[src/rtl/card_pkg.sv]
// Shared deck constants, FSM encoding and card id decode helpers for the blackjack deck sequencer.
// Pure combinational helpers; no latency, no flow control.
package card_pkg;

   localparam int DECK_SIZE  = 52;
   localparam int RANK_COUNT = 13;

   typedef enum logic [1:0] {
      ST_IDLE    = 2'd0,
      ST_SEARCH  = 2'd1,
      ST_DELIVER = 2'd2
   } state_t;

   // Four conditional subtractions cover every 6-bit id, so no divider is needed.
   function automatic logic [3:0] id_to_rank(input logic [5:0] id);
      logic [5:0] r;
      r = id;
      for (int i = 0; i < 4; i++) begin
         if (r >= 6'(RANK_COUNT)) begin
            r = r - 6'(RANK_COUNT);
         end
      end
      return 4'(r + 6'd1);
   endfunction

   function automatic logic [3:0] rank_to_value(input logic [3:0] rank);
      return (rank > 4'd10) ? 4'd10 : rank;
   endfunction

endpackage

[src/rtl/card_lfsr.sv]
// 6-bit maximal-length Fibonacci LFSR (period 63) that steps only while enabled.
// One-cycle update; the enable is the only flow control.
module card_lfsr #(
   parameter logic [5:0] SEED = 6'h01
) (
   input  logic       clk,
   input  logic       rst,
   input  logic       en,
   output logic [5:0] lfsr
);

   always_ff @(posedge clk or posedge rst) begin
      if (rst) begin
         lfsr <= SEED;
      end else if (en) begin
         lfsr <= {lfsr[4:0], lfsr[5] ^ lfsr[4]};
      end
   end

endmodule

[src/rtl/card_dealer.sv]
// Round-robin deck sequencer: draws never-repeating cards from a used-card bitmap, indexed by an LFSR.
// Request to card_valid is 2 cycles plus 1 per rejected candidate; requests are latched, never dropped.
module card_dealer
   import card_pkg::*;
#(
   parameter logic [5:0] LFSR_SEED = 6'h01,
   parameter int         DECK_SIZE = card_pkg::DECK_SIZE
) (
   input  logic       clk,
   input  logic       rst,
   input  logic       player_req,
   input  logic       dealer_req,
   input  logic       shuffle,
   output logic       card_valid,
   output logic [5:0] card_id,
   output logic [3:0] card_rank,
   output logic [3:0] card_value,
   output logic       card_dest,
   output logic       err,
   output logic       busy,
   output logic [5:0] cards_left
);

   localparam logic [5:0] FULL = 6'(DECK_SIZE);

   state_t               state;
   state_t               state_nx;
   logic                 pend_p;
   logic                 pend_d;
   logic                 pend_s;
   logic                 rr;
   logic [DECK_SIZE-1:0] bitmap;
   logic [5:0]           lfsr;
   logic [5:0]           cand;
   logic                 cand_ok;
   logic [3:0]           cand_rank;
   logic [3:0]           cand_value;
   logic                 lfsr_en;
   logic                 want_p;
   logic                 want_d;
   logic                 want_s;
   logic                 do_shuffle;
   logic                 grant;
   logic                 grant_both;
   logic                 grant_dest;

   assign lfsr_en = (state == ST_SEARCH);

   card_lfsr #(
      .SEED (LFSR_SEED)
   ) u_lfsr (
      .clk  (clk),
      .rst  (rst),
      .en   (lfsr_en),
      .lfsr (lfsr)
   );

   // The LFSR never reaches zero, so lfsr-1 spans ids 0..62 and visits each once per period.
   assign cand       = lfsr - 6'd1;
   assign cand_ok    = (cand < FULL) && !bitmap[cand];
   assign cand_rank  = id_to_rank(cand);
   assign cand_value = rank_to_value(cand_rank);

   assign want_p = pend_p | player_req;
   assign want_d = pend_d | dealer_req;
   assign want_s = pend_s | shuffle;
   assign busy   = (state != ST_IDLE);

   always_ff @(posedge clk or posedge rst) begin
      if (rst) begin
         state <= ST_IDLE;
      end else begin
         state <= state_nx;
      end
   end

   always_comb begin
      state_nx   = state;
      do_shuffle = 1'b0;
      grant      = 1'b0;
      grant_both = 1'b0;
      grant_dest = 1'b0;
      case (state)
         ST_IDLE: begin
            if (want_s) begin
               do_shuffle = 1'b1;
            end else if (want_p || want_d) begin
               grant      = 1'b1;
               grant_both = want_p & want_d;
               grant_dest = grant_both ? rr : want_d;
               if (cards_left != 6'd0) begin
                  state_nx = ST_SEARCH;
               end
            end
         end
         ST_SEARCH: begin
            if (cand_ok) begin
               state_nx = ST_DELIVER;
            end
         end
         ST_DELIVER: begin
            state_nx = ST_IDLE;
         end
         default: begin
            state_nx = ST_IDLE;
         end
      endcase
   end

   // Later assignments in this block deliberately override earlier ones: a clear wins over a same-cycle set.
   always_ff @(posedge clk or posedge rst) begin
      if (rst) begin
         pend_p     <= 1'b0;
         pend_d     <= 1'b0;
         pend_s     <= 1'b0;
         rr         <= 1'b0;
         bitmap     <= '0;
         cards_left <= FULL;
         card_valid <= 1'b0;
         card_id    <= 6'd0;
         card_rank  <= 4'd0;
         card_value <= 4'd0;
         card_dest  <= 1'b0;
         err        <= 1'b0;
      end else begin
         card_valid <= 1'b0;
         err        <= 1'b0;

         if (player_req) pend_p <= 1'b1;
         if (dealer_req) pend_d <= 1'b1;
         if (shuffle)    pend_s <= 1'b1;

         if (do_shuffle) begin
            bitmap     <= '0;
            cards_left <= FULL;
            pend_s     <= 1'b0;
         end

         if (grant) begin
            card_dest <= grant_dest;
            if (grant_both) begin
               rr <= ~rr;
            end
            // Empty deck: answer with err immediately and retire the request.
            if (cards_left == 6'd0) begin
               err <= 1'b1;
               if (grant_dest) pend_d <= 1'b0;
               else            pend_p <= 1'b0;
            end
         end

         if (state == ST_SEARCH && cand_ok) begin
            card_valid <= 1'b1;
            card_id    <= cand;
            card_rank  <= cand_rank;
            card_value <= cand_value;
         end

         if (state == ST_DELIVER) begin
            bitmap[card_id] <= 1'b1;
            cards_left      <= cards_left - 6'd1;
            if (card_dest) pend_d <= 1'b0;
            else           pend_p <= 1'b0;
         end
      end
   end

endmodule

[config.mk]
export PLATFORM = sky130hd
export DESIGN_NAME = card_dealer
export DESIGN_NICKNAME = d
export VERILOG_FILES = /design/src/rtl/card_pkg.sv /design/src/rtl/card_lfsr.sv /design/src/rtl/card_dealer.sv
export SDC_FILE = /design/constraint.sdc
export NUM_CORES = 1
export LEC_CHECK = 0
export CORE_ASPECT_RATIO = 0.8
export CORE_MARGIN = 3
export CORE_UTILIZATION = 50
export CTS_BUF_LIST = sky130_fd_sc_hd__clkbuf_4 sky130_fd_sc_hd__clkbuf_8
export DETAILED_ROUTE_END_ITERATION = 10
export DONT_BUFFER_PORTS = 1
export HOLD_SLACK_MARGIN = 0.05
export PLACE_DENSITY = 0.65
export SLEW_MARGIN = 40
export SYNTH_ARGS = -nofsm -noshare
export SYNTH_HDL_FRONTEND = slang
export SYNTH_SLANG_ARGS = --single-unit
[constraint.sdc]
create_clock -name clk -period 7 [get_ports clk]
set_input_delay 0 -clock clk [delete_from_list [all_inputs] [get_ports clk]]
set_output_delay 0 -clock clk [all_outputs]
set_load 0.01 [all_outputs]
==> impl_results.md <==
* Mean post-synth cell area at 10.4 µm²
* Ant diodes at 0
* Crit-path max FO at 33
* Nets at 496
* Top Usage Layer GRT: met1
* Minimum clock period at 5.19 ns
* Core Area at 9810 µm²
* Final hold slack at 0.193 ns
* CTS tree: yes
* Synthesized Nets at 506
* Setup-failing EPs final at 0
* Post-synth EDFFs at 0
* Initial antenna violation count at 0
* FMAX at 0.193 GHz
* Worst slew pin tran at 0.814 ns
* Post-synth ARST share at 1.00
* Hold Crit Class: in -> reg
* Vias in the first global route at 3853
* Drt total wl at 12.1 mm
* Vias per cell at 6.40
* First-pass GRT wire length at 20.2 mm
* Sequential share of power at 0.580
* Final Hold Violating Endpoints at 0
* CTS Sinks at 87
* Syn Inst Count at 495
* Register bit total from synthesis at 87
* Internal power at 0.000680 W
* RSZ-0062 raised after global routing: false
* Post-synth top area share at 0.404
* Main synth FF type: dfrtp_1
* 1st-iter DRT viols at 309
* Outcome: finished clean
* Cell types occupying the most area after synthesis: dfrtp_1 (40%), a22o_1 (8.0%), mux4_2 (7.0%)
* Die area at 11500 µm²
* Antenna Violating Nets Remaining at 0
* Starting Density at 0.524
* Area grow syn2layout at 7.31%
* Total number of vias at 4006
* Ports at 29
* Die height at 96.7 µm
* Worst Clk Skew at 0.0102 ns
* Worst setup SP type: flip-flop
* Total GRT Usage at 0.216
* Final Total Pwr at 0.000872 W
* Pwr Density at 158 nW/µm²
* CTS Buf Count at 9
* Sequential fraction of the synthesis area at 0.425
* Switching power at 0.000191 W
* Die width at 119 µm
* Relative slew margins at 0.453
* Worst path max stage delay at 0.68 ns
* CTS resizes at 0
* DP Area at 5250 µm²
* Most frequent cell after synthesis: dfrtp_1
* Worst EP arrival at 5.49 ns
* DRC viols at 0
* Gate power share at 0.016
* TNS Setup at 0 ns
* Post-DP HPWL at 8.37 mm
* Setup WS pre-CTS at 1.65 ns
* # rows at 32
* Clock slew at reported path FFs at 0.09 ns
* Clk Latency, worst-skew pair at 0.36 ns
* Gr ovfl total at 0
* Net Sw Frac at 0.219
* Post-route setup slack at 1.81 ns
* Synth cell types at 77
* CTS H-Tree Depth at 3
* Max IR drop VDD at 139 µV
* Commonest cells in the netlist: dfrtp_1 (83), a22o_1 (47), nand2_1 (40)
* Routed wire per std cell at 19.3 µm
* Synth area leader: dfrtp_1
* Static leakage at 2.32 nW
* CP max-delay cell: xnor2_1
* Met2 Track Usage GR at 0.300
* Clock root buffer: clkbuf_8
* Fillers at 835
* GP Congestion at 0.875
* Post-Synthesis Cell Area at 5140 µm²
* Port bufs at 0
* Layout cells sized above 1 at 0.153
* Clock Path Buffers at 2
* Clock share of power at 0.405
* Largest net degree at the start of global routing at 88
* Max Cap Viol at 0
* Kind of end point of the critical path: flip-flop
* GR Layer Usage met3 at 0.0555
* Post-CTS Setup Bufs at 0
* Ys Warns at 0
* Drt pass-1 iters at 5
* Max-slew violation total from the final report at 0
* GR met1 Demand/Resource at 0.340
* Final period utilization at 0.741
* Crit path cell chain: buf_4, nor3_1, xnor2_1, nand2_1, o211ai_2, a31oi_1, a21o_1, a211oi_1, a221oi_2, o311ai_4, xor2_2, ha_1, or3_1, a2111o_1, nand3_1
* CP Data Required Time at 7.30 ns
* Crit path kind: reg -> reg
* Cell area after layout at 5510 µm²
## flip-flops by register name, summed over array words and instances (netlist names), 2 cells and up
register and flops:
u_lfsr.lfsr 6, card_id 6, state 2, bitmap 52, card_value 4, cards_left 6, card_rank 4
## logic make-up (layout without fill, tap and decap cells)
| logic type | Yosys count | count (layout) | share of synthesized area |
|---|---|---|---|
| compound gates | 176 | 176 | 0.269 |
| flops | 87 | 87 | 0.425 |
| buf+inv | 43 | 38 | 0.0324 |
| fa+ha+maj | 7 | 7 | 0.0168 |
| simple gates | 146 | 146 | 0.149 |
| mux | 22 | 22 | 0.0826 |
| xor+xnor | 14 | 14 | 0.0253 |
## per-layer routing
metal / routed length, µm / share of wire
met1: 5900 / 0.49
met2: 5290 / 0.44
met3: 770 / 0.064
met4: 112 / 0.0093
met5: 0 / 0
## stage by stage
step / instances / utilization
2_1_floorplan: 495 / -
3_3_place_gp: 605 / 0.533
3_5_place_dp: 605 / 0.535
4_1_cts: 626 / 0.560
5_1_grt: 626 / 0.562
6_report: 626 / 0.562
## power groups by stage
stage	Sequential (W)	Combinational, W	Clock (W)
after global placement	0.000515	0.0000120	0
after CTS	0.000505	0.0000144	0.000364
after floorplan	0.000515	0.00000880	0
after global routing	0.000506	0.0000163	0.000388
final	0.000505	0.0000136	0.000353
after detailed placement	0.000515	0.0000125	0
## critical path: cells and delay by family, from the launching register on
kind                       cells  cell delay, ns
xor gates and xnor gates       2            0.88
DFF                            1            0.55
adders and majority gates      1            0.34
buffers and inverters          1            0.43
and+or+nand+nor                4            0.81
AOI/OAI and AO/OA              7            2.08
## area by class of cell
class | count | area (µm²) | area share
multi-input cells | 365 | 2830 | 0.513
flip-flops and latches | 87 | 2180 | 0.396
well taps | 136 | 170 | 0.0309
clock buffers | 11 | 139 | 0.0252
repair buffers | 8 | 78.8 | 0.0143
clock inverters | 5 | 58.8 | 0.0107
inverters | 14 | 53.8 | 0.00976
## cells in the final DEF (no fill, tap or decap), types with 7 or more instances in the layout
cell type,Yosys,final
a211oi_1,8,8
a21oi_1,18,18
a22o_1,47,47
a31oi_1,7,7
clkbuf_8,0,10
dfrtp_1,83,83
inv_1,12,11
mux4_2,16,16
nand2_1,40,40
nand3_1,12,12
nor2_1,32,32
nor2b_1,9,8
nor3_1,8,7
o21ai_0,29,29
o31ai_1,8,8
xnor2_1,8,7
## worst paths after layout
kind / from / to / slack [ns] / cells after the start
setup / recovery: u_lfsr.lfsr[0] / card_value[2] / 1.81 / 15
hold / removal: shuffle / cards_left[3] / 0.19 / 4
setup reg to reg: u_lfsr.lfsr[0] / card_value[2] / 1.81 / 15
hold reg to reg: bitmap[45] / bitmap[45] / 0.48 / 2
max in group asynchronous: rst / bitmap[31] / 6.24 / 3
min in group asynchronous: rst / cards_left[0] / 0.29 / 3
## what timing repair did
action / CTS / global route
endpoints found under the hold margin: 90 / 0
hold buffers: 5 / 0
endpoints found under the setup margin: 0 / 0
Note: power is estimated with default switching activity, not from simulation.
